`src/rtl/mode_exec_timer.sv`:
```
// mode_exec_timer: turns requested mode codes into the driven fan level and runs the
// hurricane, stop-delay and self-clean timers with a seconds countdown.
module mode_exec_timer #(
  parameter int TICK_DIV       = 100_000_000,
  parameter int HURRICANE_SEC  = 60,
  parameter int STOP_DELAY_SEC = 60,
  parameter int CLEAN_SEC      = 180
) (
  input  logic       clk,
  input  logic       rst,
  input  logic       machine_on,
  input  logic [2:0] mode_state,
  output logic [1:0] fan_level,
  output logic       clean_active,
  output logic [7:0] remain_sec,
  output logic       hurricane_used,
  output logic       done_pulse
);
  localparam int PW = TICK_DIV > 1 ? $clog2(TICK_DIV) : 1;
  typedef enum logic [2:0] {IDLE, RUN1, RUN2, HURR, STOPW, CLEAN} state_t;
  state_t        r_state, w_state_nx, w_target;
  logic [2:0]    r_prev_mode;
  logic [PW-1:0] r_presc, w_presc_nx;
  logic [7:0]    r_remain, w_remain_nx;
  logic          r_used, w_used_nx, r_done, w_done_nx;
  logic          w_timed, w_tick, w_expire, w_event;
  always_ff @(posedge clk or negedge rst)
    if (!rst) begin
      r_state     <= IDLE;
      r_prev_mode <= 3'b000;
      r_presc     <= '0;
      r_remain    <= '0;
      r_used      <= 1'b0;
      r_done      <= 1'b0;
    end else begin
      r_state     <= w_state_nx;
      r_prev_mode <= mode_state;
      r_presc     <= w_presc_nx;
      r_remain    <= w_remain_nx;
      r_used      <= w_used_nx;
      r_done      <= w_done_nx;
    end
  assign w_timed  = r_state == HURR || r_state == STOPW || r_state == CLEAN;
  assign w_tick   = w_timed && r_presc == PW'(TICK_DIV - 1);
  assign w_expire = w_tick && r_remain == 8'd1;
  assign w_event  = mode_state != r_prev_mode;
  always_comb begin
    w_target = r_state;
    case (r_state)
      IDLE, RUN1, RUN2:
        w_target = mode_state == 3'b001 ? RUN1 :
                   mode_state == 3'b010 ? RUN2 :
                   mode_state == 3'b000 ? IDLE :
                   (mode_state == 3'b011 && !r_used) ? HURR :
                   (mode_state == 3'b100 && r_state == IDLE) ? CLEAN : r_state;
      HURR:
        w_target = mode_state == 3'b001 ? RUN1 :
                   mode_state == 3'b010 ? RUN2 :
                   mode_state == 3'b000 ? STOPW : r_state;
      STOPW:
        w_target = mode_state == 3'b001 ? RUN1 :
                   mode_state == 3'b010 ? RUN2 : r_state;
      default: w_target = r_state;
    endcase
  end
  // power-off beats expiry, expiry beats a same-cycle request
  always_comb begin
    w_state_nx  = r_state;
    w_remain_nx = r_remain;
    w_presc_nx  = '0;
    w_used_nx   = r_used;
    w_done_nx   = 1'b0;
    if (!machine_on) begin
      w_state_nx  = IDLE;
      w_remain_nx = '0;
      w_used_nx   = 1'b0;
    end else if (w_expire) begin
      w_state_nx  = r_state == HURR ? RUN2 : IDLE;
      w_remain_nx = '0;
      w_done_nx   = 1'b1;
    end else if (w_event && w_target != r_state) begin
      w_state_nx  = w_target;
      w_remain_nx = w_target == HURR  ? 8'(HURRICANE_SEC) :
                    w_target == STOPW ? 8'(STOP_DELAY_SEC) :
                    w_target == CLEAN ? 8'(CLEAN_SEC) : 8'd0;
      w_used_nx   = r_used | (w_target == HURR);
    end else if (w_tick) begin
      w_remain_nx = r_remain - 8'd1;
    end else if (w_timed) begin
      w_presc_nx  = r_presc + 1'b1;
    end
  end
  assign fan_level      = r_state == RUN1 ? 2'd1 :
                          r_state == RUN2 ? 2'd2 :
                          (r_state == HURR || r_state == STOPW) ? 2'd3 : 2'd0;
  assign clean_active   = r_state == CLEAN;
  assign remain_sec     = r_remain;
  assign hurricane_used = r_used;
  assign done_pulse     = r_done;
endmodule

```
`config.mk`:
```
export PLATFORM = sky130hd
export DESIGN_NAME = mode_exec_timer
export DESIGN_NICKNAME = d
export VERILOG_FILES = /design/src/rtl/mode_exec_timer.sv
export SDC_FILE = /design/constraint.sdc
export NUM_CORES = 1
export LEC_CHECK = 0
export ABC_AREA = 1
export BUFFER_PORTS_ARGS = -buffer_cell sky130_fd_sc_hd__buf_2
export CAP_MARGIN = 20
export CORE_MARGIN = 2
export CORE_UTILIZATION = 45
export DETAILED_ROUTE_END_ITERATION = 8
export PLACE_DENSITY_LB_ADDON = 0.25
export SLEW_MARGIN = 20
export SYNTH_ARGS = -nofsm -noshare
export SYNTH_HDL_FRONTEND = slang
export SYNTH_SLANG_ARGS = --single-unit
```
`constraint.sdc`:
```
create_clock -name clk -period 1.95 [get_ports clk]
set_input_delay 0.0975 -clock clk [delete_from_list [all_inputs] [get_ports clk]]
set_output_delay 0.0975 -clock clk [all_outputs]
set_load 0.1 [all_outputs]
```
# After elaboration in Yosys (flattened, before gate mapping)

Index checks and enable logic that the tools add are counted.

Register bits: 43
Input port bits: 6
Output and inout port bits: 13
Logic and storage cells: 76

Add/sub/neg operators: 2
Eq/ne operators: 20
Muxes and demuxes: 35
Bitwise gates (word level): 1
Reductions and logical operators: 12

Operators with widths:

| operator                                                                 | count |
|---|---|
| 27-bit 2-to-1 mux                                                        | 5 |
| 8-bit 2-to-1 mux                                                         | 7 |
| 3-bit 2-to-1 mux                                                         | 13 |
| 27-bit by 1-bit adder with 27-bit output (second input constant)         | 1 |
| 27-bit equality test (second input constant)                             | 1 |
| 3-bit by 2-bit equality test with 1-bit output (second input constant)   | 5 |
| 3-bit equality test (second input constant)                              | 5 |
| 3-bit one-hot mux with 3 select lines                                    | 1 |
| 8-bit by 1-bit equality test with 1-bit output (second input constant)   | 1 |
| 2-bit 2-to-1 mux                                                         | 4 |
| 8-bit by 1-bit subtractor with 8-bit output (second input constant)      | 1 |
| 3-bit by 1-bit equality test with 1-bit output (second input constant)   | 2 |
| 3-bit logical NOT                                                        | 2 |
| 3-bit inequality test                                                    | 2 |
| 1-bit logical AND                                                        | 5 |
| 1-bit 2-to-1 mux                                                         | 5 |
| 4-bit by 1-bit inequality test with 1-bit output (second input constant) | 1 |
| 3-bit by 1-bit inequality test with 1-bit output (second input constant) | 1 |
| 3-bit OR reduction                                                       | 1 |
| 1-bit logical OR                                                         | 2 |
| 2-bit by 1-bit inequality test with 1-bit output (second input constant) | 1 |
| 2-bit inequality test (second input constant)                            | 1 |
| 2-bit AND reduction                                                      | 1 |
| 1-bit logical NOT                                                        | 1 |
| 1-bit bitwise OR                                                         | 1 |

# Logic depth before layout (Yosys ltp)

Gate-level depths: netlist (run 1).

Depth after elaboration: 15
Depth in mapped cells: 18
Mapped depth without buffers: 17

# Worst setup path after synthesis (run 1)

Ideal clock, no wire load.

Kind: reg-to-reg
Start: reg r_state[1]
End: reg r_remain[0] (netlist: remain_sec[0])
Data arrival time: 2.964 ns
Required time: 1.821 ns
Setup slack: -1.143 ns
Cell stages (with the launch flop): 14
Path buffers: 1
Clock period less this slack: 3.093 ns
Cell sequence: dfrtp_1 -> buf_2 -> nor2_2 -> nor2_4 -> inv_2 -> nor2_1 -> or2_4 -> nand4_1 -> nand2_1 -> inv_1 -> nand2_2 -> nor2_1 -> nand2_1 -> o21ai_0

RTL lines:

| element                | RTL line | text |
|---|---|---|
| start, declared        | 21       | `state_t r_state, w_state_nx, w_target;` |
| start signal, assigned | 36       | `r_state <= w_state_nx;` |
| 3-bit equality test *  | -        |  |
| via clean_active       | 14       | `output logic clean_active,` |
| 1-bit logical OR *     | 43       | `assign w_timed = r_state == HURR \|\| r_state == STOPW \|\| r_state == CLEAN;` |
| 1-bit logical AND *    | 44       | `assign w_tick = w_timed && r_presc == PW'(TICK_DIV - 1);` |
| 1-bit logical AND      | 45       | `assign w_expire = w_tick && r_remain == 8'd1;` |
| 8-bit 2-to-1 mux       | 77       | `end else if (w_expire) begin` |
| 8-bit 2-to-1 mux       | 73       | `if (!machine_on) begin` |
| end signal, assigned   | 39       | `r_remain <= w_remain_nx;` |
| end, declared          | 24       | `logic [7:0] r_remain, w_remain_nx;` |

The timed path passes the listed nets; every way through them passes the cells marked *.
A chain may end at the register's enable or synchronous reset.

# Worst setup path in the final report (run 1)

Start: reg r_presc[0]
End: reg r_remain[0] (netlist: remain_sec[0])

Word-level cells in the longest chain between the ends: 5

Ends and longest elaborated chain:

| element                | RTL line | text |
|---|---|---|
| start, declared        | 23       | `logic [PW-1:0] r_presc, w_presc_nx;` |
| start signal, assigned | 38       | `r_presc <= w_presc_nx;` |
| 27-bit equality test * | 44       |  |
| 1-bit logical AND *    | 44       |  |
| 1-bit logical AND      | 45       |  |
| 8-bit 2-to-1 mux       | 77       |  |
| 8-bit 2-to-1 mux       | 73       |  |

Every way passes the cells marked *; elsewhere a longest branch is shown, timed or not.

==> results.sh, run 1 <==
export IMPL_syn_area_um2=2620
export IMPL_rsz0062_at_grt="true"
export IMPL_worst_r2r_endpoint="remain_sec[0]$_DFFE_PN0P_"
export IMPL_numCtsBuffers=5
export IMPL_clk_latency_ns=0.31
export IMPL_final_nets=411
export IMPL_p_seq_share_pct=29.6
export IMPL_ys_ff_latch=43
export IMPL_wl_um=6140
export IMPL_ir_drop_uv=1190
export IMPL_placed_area_um2=2980
export IMPL_drtIter0Drc=135
export IMPL_cts_sinks=43
export IMPL_cts_max_level=2
export IMPL_p_sw_share_pct=46.6
export IMPL_pwr_density_cell_nw_per_um2=1040
export IMPL_fin_skew_ns=0.0134
export IMPL_place_inst=442
export IMPL_cp_data_required_time_ns=2.14
export IMPL_grt_ovfl_total=0
export IMPL_endpoint_kind="flip-flop"
export IMPL_syn_avg_cell_area_um2=7.88
export IMPL_synth_cell_types=30
export IMPL_final_area_um2=3550
export IMPL_regToRegSetupSlack_ns=-0.1
export IMPL_io_pins=19
export IMPL_syn_nets=342
export IMPL_post_place_ws_ns=-0.107
export IMPL_cp_slowest_cell="dfrtp_1"
export IMPL_setup_viol=15
export IMPL_hold_slack_ns=0.225
export IMPL_viasPerCell=5.04
export IMPL_cts_tree="yes"
export IMPL_worst_slew_pin_slew_ns=0.494
export IMPL_path_cells="ha_2, nand2_2, nor2_2, nand2_1, nor2_2, nand2_2, nor2_4, buf_6, nand4_1, nand2_2, clkinv_4, nand2_8, nor2_2, nand2_1, o21ai_1"
export IMPL_layout_drive_gt1_share_pct=35.0
export IMPL_violations="negative setup slack"
export IMPL_die_area_um2=6460
export IMPL_grt_pass1_vias=2291
export IMPL_ctsLongestPathBuffers=2
export IMPL_core_region_area_um2=5570
export IMPL_drv_slew=0
export IMPL_grt_first_pass_wirelength_um=9920
export IMPL_die_y_um=80.4
export IMPL_switchingPower_w=0.00172
export IMPL_layout_common_cells="nand2_1, nor2_1, dfrtp_1"
export IMPL_path_max_fanout=7
export IMPL_maxCapViolCount=0
export IMPL_fin_ws_ns=-0.0988
export IMPL_die_w_um=80.4
export IMPL_hp_class="input pin to async pin"
export IMPL_ys_warnings_count=0
export IMPL_place_gp_congestion=0.936
export IMPL_wl_per_cell_um=12.9
export IMPL_cp_arrival_ns=2.23
export IMPL_synth_seq_area_share_pct=41.0
export IMPL_start_kind="flip-flop"
export IMPL_cts_root_buf="clkbuf_8"
export IMPL_grt_total_usage_pct=19.7
export IMPL_start_util_pct=47.1
export IMPL_synth_edff_count=0
export IMPL_p_leak_nw=1.62
export IMPL_worstSetupPathType="flip-flop to flip-flop"
export IMPL_min_period_over_period_pct=105
export IMPL_ant_nets=0
export IMPL_r2r_start="r_presc[0]$_DFF_PN0_"
export IMPL_area_delta_synth_final_pct=35.3
export IMPL_fmax_mhz=488
export IMPL_std_cell_rows=27
export IMPL_reg2regPathDepth=15
export IMPL_p_comb_share_pct=50.7
export IMPL_min_period_ns=2.05
export IMPL_port_buffers=18
export IMPL_dr_total_vias=2393
export IMPL_finalPower_w=0.00369
export IMPL_final_cells=475
export IMPL_cp_num_buf_inv=2
export IMPL_slowest_delay_ns=0.36
export IMPL_first_pass_iters=5
export IMPL_status="complete, but fails checks"
export IMPL_internal_power_w=0.00197
export IMPL_antenna_found_initial=0
export IMPL_syn_inst=333
export IMPL_drc_errors=0
export IMPL_clkTransAtPathRegs_ns=0.09
export IMPL_synthArstFlopShare_pct=100
export IMPL_path_delay_family="simple AND/OR/NAND/NOR gates"
export IMPL_mostFrequentLayoutCell="nand2_1"
export IMPL_hold_violations=0
export IMPL_grt_max_degree=29
export IMPL_maxSlewHeadroom_pct=67.3
export IMPL_clkPwrFrac_pct=19.7
export IMPL_synth_ff_type="dfrtp_1"
export IMPL_dp_hpwl_um=4020
export IMPL_num_antenna_cells=0
## state kept, by name, indices dropped and copies added (netlist names)
| signal | flops |
|---|---|
| r_presc | 27 |
| remain_sec | 8 |
| hurricane_used | 1 |
| r_state | 3 |
| r_prev_mode | 3 |
| done_pulse | 1 |
## metrics by stage
step	TNS, ns	util (%)
floorplan	-6.62	-
global placement	-0.344	53.4
detailed placement	-1.31	53.4
CTS	-0.276	58.0
global route	-5.36	63.7
finish	-0.743	63.7
## kinds of logic (layout without fill, tap and decap cells)
| group | count (synthesis) | count (layout) | share of synthesized area [%] |
|---|---|---|---|
| and+or+nand+nor | 199 | 201 | 37.2 |
| DFF | 43 | 43 | 41.0 |
| buffers and inverters | 39 | 107 | 6.39 |
| xor gates and xnor gates | 30 | 30 | 10.0 |
| AOI/OAI and AO/OA | 19 | 19 | 3.91 |
| adders and majority gates | 3 | 3 | 1.43 |
## worst max-delay path by stage
stage                                       from                        end  depth (start not counted)
after detailed placement  r_state[1]$_DFFE_PN0P_       r_presc[2]$_DFF_PN0_                         13
after floorplan           r_state[1]$_DFFE_PN0P_  remain_sec[0]$_DFFE_PN0P_                         13
after global routing        r_presc[0]$_DFF_PN0_  remain_sec[0]$_DFFE_PN0P_                         15
after CTS                   r_presc[0]$_DFF_PN0_      r_presc[24]$_DFF_PN0_                         14
after global placement      r_presc[0]$_DFF_PN0_     r_state[1]$_DFFE_PN0P_                         13
final                       r_presc[0]$_DFF_PN0_  remain_sec[0]$_DFFE_PN0P_                         15
## power groups by stage
stage	logic [W]	clock network (W)	registers, W
finish	0.00187	0.000729	0.00109
global route	0.00202	0.000778	0.00111
CTS	0.00158	0.000745	0.00108
detailed placement	0.00154	0	0.00110
global placement	0.00153	0	0.00110
floorplan	0.000798	0	0.00155
## cell type report
cell class	instances	area, um^2
Clock buffer	6	82.6
Inverter	34	133
Multi-Input combinational cell	253	1620
Fill cell	473	2020
Sequential cell	43	1080
Timing Repair Buffer	65	505
Tap cell	72	90.1
Clock inverter	2	35.0
## routing by layer
| metal | track usage (%) | vias to the layer above | wire length (um) |
|---|---|---|---|
| met1 | 25.3 | 1124 | 2790 |
| met4 | 8.47 | 0 | 94 |
| li1 | - | 1216 | - |
| met2 | 32.4 | 43 | 3040 |
| met5 | 0 | - | 0 |
| met3 | 3.48 | 10 | 211 |
## timing repair
action,in CTS,in global routing
endpoints found under the setup margin,37,39
hold buffers,4,0
pin swaps,6,30
resized for setup,10,54
setup buffers,8,11
hold endpoints to repair,18,0
cloned,1,2
## synth_stat cells, types with 4 or more instances
cell type | count | area (um^2)
nand2_2 | 6 | 37.5
xnor2_1 | 9 | 78.8
nor2_1 | 53 | 199
o21ai_0 | 9 | 45.0
nor2_2 | 6 | 37.5
inv_1 | 33 | 124
nand3_1 | 22 | 110
nand4_1 | 11 | 68.8
nor2_4 | 4 | 45.0
dfrtp_1 | 43 | 1080
xor2_1 | 21 | 184
nor3_1 | 13 | 65.1
o21ai_1 | 4 | 20.0
nand2_1 | 71 | 267
(Power assumes the default switching activity.)
==> inputs of run 2 (changes only) <==
==> constraint.sdc (replaced) <==
create_clock -name clk -period 1.95 [get_ports clk]
set_input_delay 0.195 -clock clk [delete_from_list [all_inputs] [get_ports clk]]
set_output_delay 0.195 -clock clk [all_outputs]
set_load 0.1 [all_outputs]
==> run 2 against run 1 <==
  * The flow still finishes with violations (negative setup slack)
  * Highest routed layer unchanged
  * Critical path type unchanged
  * First-iteration DRC count is 36% lower
  * Worst hold slack worse by 0.17 ns
  * Clock skew is 0.0037 ns lower
  * Clock-buffer cell count is 1 higher
  * Sequential share of layout area is 1.1 points higher
  * Design area is 3.6% lower
  * Power is 8.9% lower
  * Final cell count is 1.1% lower
  * Core utilization is 2.3 points lower
  * Via count is 0.17% lower
  * Sequential power hardly changed
  * Critical path depth is 1 lower
  * Critical endpoint is now r_presc[24]$_DFF_PN0_
==> results.sh, run 2 (synthesized netlist as in run 1, its figures left out) <==
export IMPL_drtIter0Drc=86
export IMPL_ctsLongestPathBuffers=2
export IMPL_path_cells="ha_2, nand2_2, nor2_4, nand2_2, nor2_4, nand2_2, nor2_4, nand2_4, nor2_4, nand3_4, nor2_4, nand3_2, xor2_2, nor2_2"
export IMPL_grt_total_usage_pct=19.4
export IMPL_ant_nets=0
export IMPL_io_pins=19
export IMPL_port_buffers=18
export IMPL_cp_data_required_time_ns=2.14
export IMPL_status="complete, but fails checks"
export IMPL_cpMostUsedCell="nor2_4"
export IMPL_area_delta_synth_final_pct=30.4
export IMPL_largest_reg_flops=27
export IMPL_clkTransAtPathRegs_ns=0.08
export IMPL_min_period_over_period_pct=102
export IMPL_dr_total_vias=2389
export IMPL_final_cells=470
export IMPL_hp_class="input pin to flip-flop"
export IMPL_layout_drive_gt1_share_pct=32.4
export IMPL_placed_area_um2=3010
export IMPL_grt_pass1_vias=2310
export IMPL_grt_first_pass_wirelength_um=9950
export IMPL_cp_slowest_cell="dfrtp_1"
export IMPL_place_inst=441
export IMPL_place_gp_congestion=0.834
export IMPL_num_antenna_cells=0
export IMPL_grt_ovfl_total=0
export IMPL_met2_usage_pct=33.1
export IMPL_path_max_fanout=3
export IMPL_rsz0062_at_grt="true"
export IMPL_tns_ns=-0.0565
export IMPL_first_pass_iters=4
export IMPL_endpoint_kind="flip-flop"
export IMPL_fin_skew_ns=0.00972
export IMPL_layout_common_cells="nand2_1, nor2_1, dfrtp_1"
export IMPL_numCtsBuffers=5
export IMPL_viasPerCell=5.08
export IMPL_pwr_density_cell_nw_per_um2=984
export IMPL_die_w_um=80.4
export IMPL_slowest_delay_ns=0.36
export IMPL_fin_ws_ns=-0.0330
export IMPL_worstSetupPathType="flip-flop to flip-flop"
export IMPL_maxSlewHeadroom_pct=63.5
export IMPL_violations="negative setup slack"
export IMPL_std_cell_rows=27
export IMPL_wl_per_cell_um=13.1
export IMPL_cts_tree="yes"
export IMPL_start_kind="flip-flop"
export IMPL_fmax_mhz=504
export IMPL_antenna_found_initial=0
export IMPL_cts_sinks=43
export IMPL_use_met3_pct=3.82
export IMPL_cts_max_level=2
export IMPL_cts_root_buf="clkbuf_8"
export IMPL_hold_violations=0
export IMPL_drc_errors=0
export IMPL_worst_slew_pin_slew_ns=0.548
export IMPL_clk_latency_ns=0.29
export IMPL_mostFrequentLayoutCell="nand2_1"
export IMPL_fillerInstances=482
export IMPL_die_y_um=80.4
export IMPL_maxCapViolCount=0
export IMPL_p_leak_nw=1.57
export IMPL_drv_slew=0
export IMPL_cp_arrival_ns=2.17
export IMPL_regToRegSetupSlack_ns=-0.03
export IMPL_grt_util_met1_pct=24.7
export IMPL_core_region_area_um2=5570
export IMPL_setup_viol=3
export IMPL_ir_drop_uv=1030
export IMPL_final_area_um2=3420
export IMPL_start_util_pct=47.1
export IMPL_die_area_um2=6460
export IMPL_grt_max_degree=24
export IMPL_top_register="r_presc"
export IMPL_min_period_ns=1.98
export IMPL_wl_um=6150
export IMPL_final_nets=406
export IMPL_grt_busiest_layer="met2"
export IMPL_dp_hpwl_um=4120
[run 2: report_power, final]
part	internal (W)	switching [W]
Sequential	0.000977	0.000121
Clock	0.000254	0.000311
Combinational	0.000501	0.00120
[run 2: timing repair]
item,in CTS,in global routing
hold endpoints to repair,21,0
hold buffers,1,0
endpoints found under the setup margin,3,40
cloned,0,2
resized for setup,1,48
setup buffers,7,11
pin swaps,2,22
[run 2: cell type report]
| cell class | instances | area [um^2] | area share [%] |
|---|---|---|---|
| Multi-Input combinational cell | 251 | 1540 | 45.1 |
| Sequential cell | 43 | 1080 | 31.6 |
| Timing Repair Buffer | 62 | 493 | 14.4 |
| Inverter | 34 | 130 | 3.80 |
| Tap cell | 72 | 90.1 | 2.63 |
| Clock buffer | 7 | 76.3 | 2.23 |
| Clock inverter | 1 | 7.51 | 0.219 |
[run 2: critical path: cells and delay by family (launching register included)]
kind,cells,cell delay [ns]
xor gates and xnor gates,1,0.16
adders and majority gates,1,0.19
and+or+nand+nor,12,1.17
DFF,1,0.36
[run 2: through the flow]
stage	utilization (%)	hold WS, ns	setup WS, ns	total power (W)
floorplan	-	-0.101	-0.262	0.00235
global placement	53.9	0.216	0.0383	0.00265
detailed placement	53.9	0.206	-0.0381	0.00266
CTS	56.6	0.0429	-0.0279	0.00323
global route	61.4	0.0523	-0.211	0.00358
finish	61.4	0.0549	-0.0330	0.00337
[run 2: path summary, 6_finish.rpt]
kind | start | depth (start not counted) | end
hold reg to reg | r_presc[0]$_DFF_PN0_ | 2 | r_presc[0]$_DFF_PN0_
min in group asynchronous | rst | 2 | r_presc[1]$_DFF_PN0_
setup / recovery | r_presc[1]$_DFF_PN0_ | 14 | r_presc[24]$_DFF_PN0_
setup reg to reg | r_presc[1]$_DFF_PN0_ | 14 | r_presc[24]$_DFF_PN0_
max in group asynchronous | rst | 3 | r_presc[12]$_DFF_PN0_
hold / removal | mode_state[2] | 1 | r_prev_mode[2]$_DFF_PN0_
[run 2: metal layers]
metal	routed length, um	vias to the layer above
met2	3080	56
li1	-	1199
met3	204	8
met5	0	-
met1	2780	1126
met4	91	0
==> inputs of run 3 (changes only) <==
- CTS_CLUSTER_DIAMETER: default -> 100
- SETUP_SLACK_MARGIN: default -> 0.1
==> run 3 against run 2 <==
  * The run still ends with negative setup slack left
  * Non-clock buffer count rose by 12
  * Core utilization rose by 5.9 points
  * Largest power group unchanged
  * Design area rose by 9.6%
  * Clock power barely moved
  * Combinational power rose by 13%
  * Register-to-register slack got worse by 0.13 ns
==> results.sh, run 3 (synthesized netlist as in run 1, its figures left out) <==
export IMPL_status="complete, but fails checks"
export IMPL_violations="negative setup slack"
export IMPL_layout_common_cells="nand2_1, buf_4, dfrtp_1"
export IMPL_core_region_area_um2=5570
export IMPL_start_util_pct=47.1
export IMPL_grt_total_usage_pct=21.1
export IMPL_io_pins=19
export IMPL_largest_reg_flops=27
export IMPL_mostFrequentLayoutCell="nand2_1"
export IMPL_r2r_start="r_presc[1]$_DFF_PN0_"
export IMPL_worst_slew_pin_slew_ns=0.582
export IMPL_die_y_um=80.4
export IMPL_worst_r2r_endpoint="r_presc[24]$_DFF_PN0_"
export IMPL_final_area_um2=3750
export IMPL_fin_skew_ns=0.0176
export IMPL_layout_drive_gt1_share_pct=42.0
export IMPL_final_nets=418
export IMPL_die_w_um=80.4
export IMPL_ant_nets=0
export IMPL_finalPower_w=0.00358
export IMPL_top_register="r_presc"
export IMPL_port_buffers=18
export IMPL_wl_um=6660
export IMPL_viasPerCell=5.21
export IMPL_place_inst=441
export IMPL_p_leak_nw=1.65
export IMPL_pwr_density_cell_nw_per_um2=956
export IMPL_cp_data_required_time_ns=2.13
export IMPL_min_period_ns=2.12
export IMPL_maxSlewHeadroom_pct=61.2
export IMPL_drc_errors=0
export IMPL_cp_arrival_ns=2.30
export IMPL_hold_slack_ns=0.0542
export IMPL_setup_viol=26
export IMPL_worstSetupPathType="flip-flop to flip-flop"
export IMPL_clkTransAtPathRegs_ns=0.08
export IMPL_cts_root_buf="clkbuf_8"
export IMPL_hold_start="mode_state[2]"
export IMPL_drv_slew=0
export IMPL_endpoint_kind="flip-flop"
export IMPL_rsz0062_at_grt="true"
export IMPL_hold_violations=0
export IMPL_final_cells=482
export IMPL_grt_pass1_vias=2414
export IMPL_numCtsBuffers=5
export IMPL_reg2regPathDepth=14
export IMPL_hold_path_depth=1
export IMPL_path_max_fanout=3
export IMPL_antenna_found_initial=0
export IMPL_min_to="r_prev_mode[2]$_DFF_PN0_"
export IMPL_place_gp_congestion=0.834
export IMPL_fin_ws_ns=-0.165
export IMPL_regToRegSetupSlack_ns=-0.17
export IMPL_maxCapViolCount=0
export IMPL_fmax_mhz=473
export IMPL_first_pass_iters=4
export IMPL_cts_max_level=2
export IMPL_cts_tree="yes"
export IMPL_start_kind="flip-flop"
export IMPL_die_area_um2=6460
export IMPL_grt_max_degree=24
export IMPL_hp_class="input pin to flip-flop"
export IMPL_cts_sinks=43
export IMPL_dr_total_vias=2511
export IMPL_min_period_over_period_pct=108
export IMPL_clk_latency_ns=0.30
export IMPL_placed_area_um2=3010
export IMPL_drtIter0Drc=107
export IMPL_grt_first_pass_wirelength_um=10700
export IMPL_wl_per_cell_um=13.8
export IMPL_grt_ovfl_total=0
export IMPL_ir_drop_uv=1110
export IMPL_num_antenna_cells=0
export IMPL_ctsLongestPathBuffers=2
export IMPL_dp_hpwl_um=4120
export IMPL_std_cell_rows=27
export IMPL_area_delta_synth_final_pct=42.9
==> run 3: metrics by stage <==
| step | setup slack (ns) | utilization [%] | TNS [ns] |
|---|---|---|---|
| finish | -0.165 | 67.3 | -1.73 |
| global route | -0.310 | 67.3 | -6.88 |
| CTS | -0.00836 | 61.5 | -0.00862 |
| detailed placement | -0.0381 | 53.9 | -0.0640 |
| global placement | 0.0383 | 53.9 | 0 |
| floorplan | -0.262 | - | -6.72 |
==> run 3: worst max-delay path by stage <==
stage	start	to	slack [ns]	cells after the start
4_1_cts	r_presc[1]$_DFF_PN0_	r_presc[24]$_DFF_PN0_	-0.008	14
2_1_floorplan	r_state[1]$_DFFE_PN0P_	remain_sec[0]$_DFFE_PN0P_	-0.26	13
6_report	r_presc[1]$_DFF_PN0_	r_presc[24]$_DFF_PN0_	-0.17	14
5_1_grt	r_presc[0]$_DFF_PN0_	r_presc[24]$_DFF_PN0_	-0.31	14
3_5_place_dp	r_presc[1]$_DFF_PN0_	r_presc[24]$_DFF_PN0_	-0.04	14
3_3_place_gp	r_state[1]$_DFFE_PN0P_	remain_sec[7]$_DFFE_PN0P_	0.04	15
==> run 3: final cells by class <==
type                       count  area, um^2
tap                           72        90.1
clock inverter                 1        7.51
multi-input combinational    251        1740
inverter                      34         130
clock buffer                   7        76.3
sequential                    43        1080
timing repair buffer          74         626
fill                         429        1820
==> run 3: critical path: stages (launching register included) <==
cell and delay (ns):
dfrtp_1 0.37, ha_2 0.19, nand2_2 0.08, nor2_4 0.09, nand2_2 0.07, nor2_4 0.14, nand2_2 0.09, nor2_4 0.16
nand2_4 0.08, nor2_4 0.18, nand3_4 0.11, nor2_4 0.10, nand3_1 0.09, xor2_1 0.20, nor2_2 0.06
==> run 3: what timing repair did <==
action / in CTS / in global routing
setup endpoints to repair: 40 / 41
hold endpoints to repair: 21 / 0
gates resized for setup: 54 / 56
pin swaps: 25 / 37
gates cloned: 2 / 1
buffers inserted: 19 / 11
hold buffers: 1 / 0
==> run 3: power by group <==
part           switching [W]  internal [W]  leakage, nW
Combinational        0.00131      0.000613         1.04
Clock               0.000310      0.000254       0.0385
Sequential          0.000121      0.000977        0.581
==> run 3: metal layers <==
layer	vias up	wire length, um	track usage, %
li1	1229	-	-
met1	1218	2930	27.1
met2	47	3400	35.8
met3	17	192	3.93
met4	0	138	7.12
met5	-	0	0
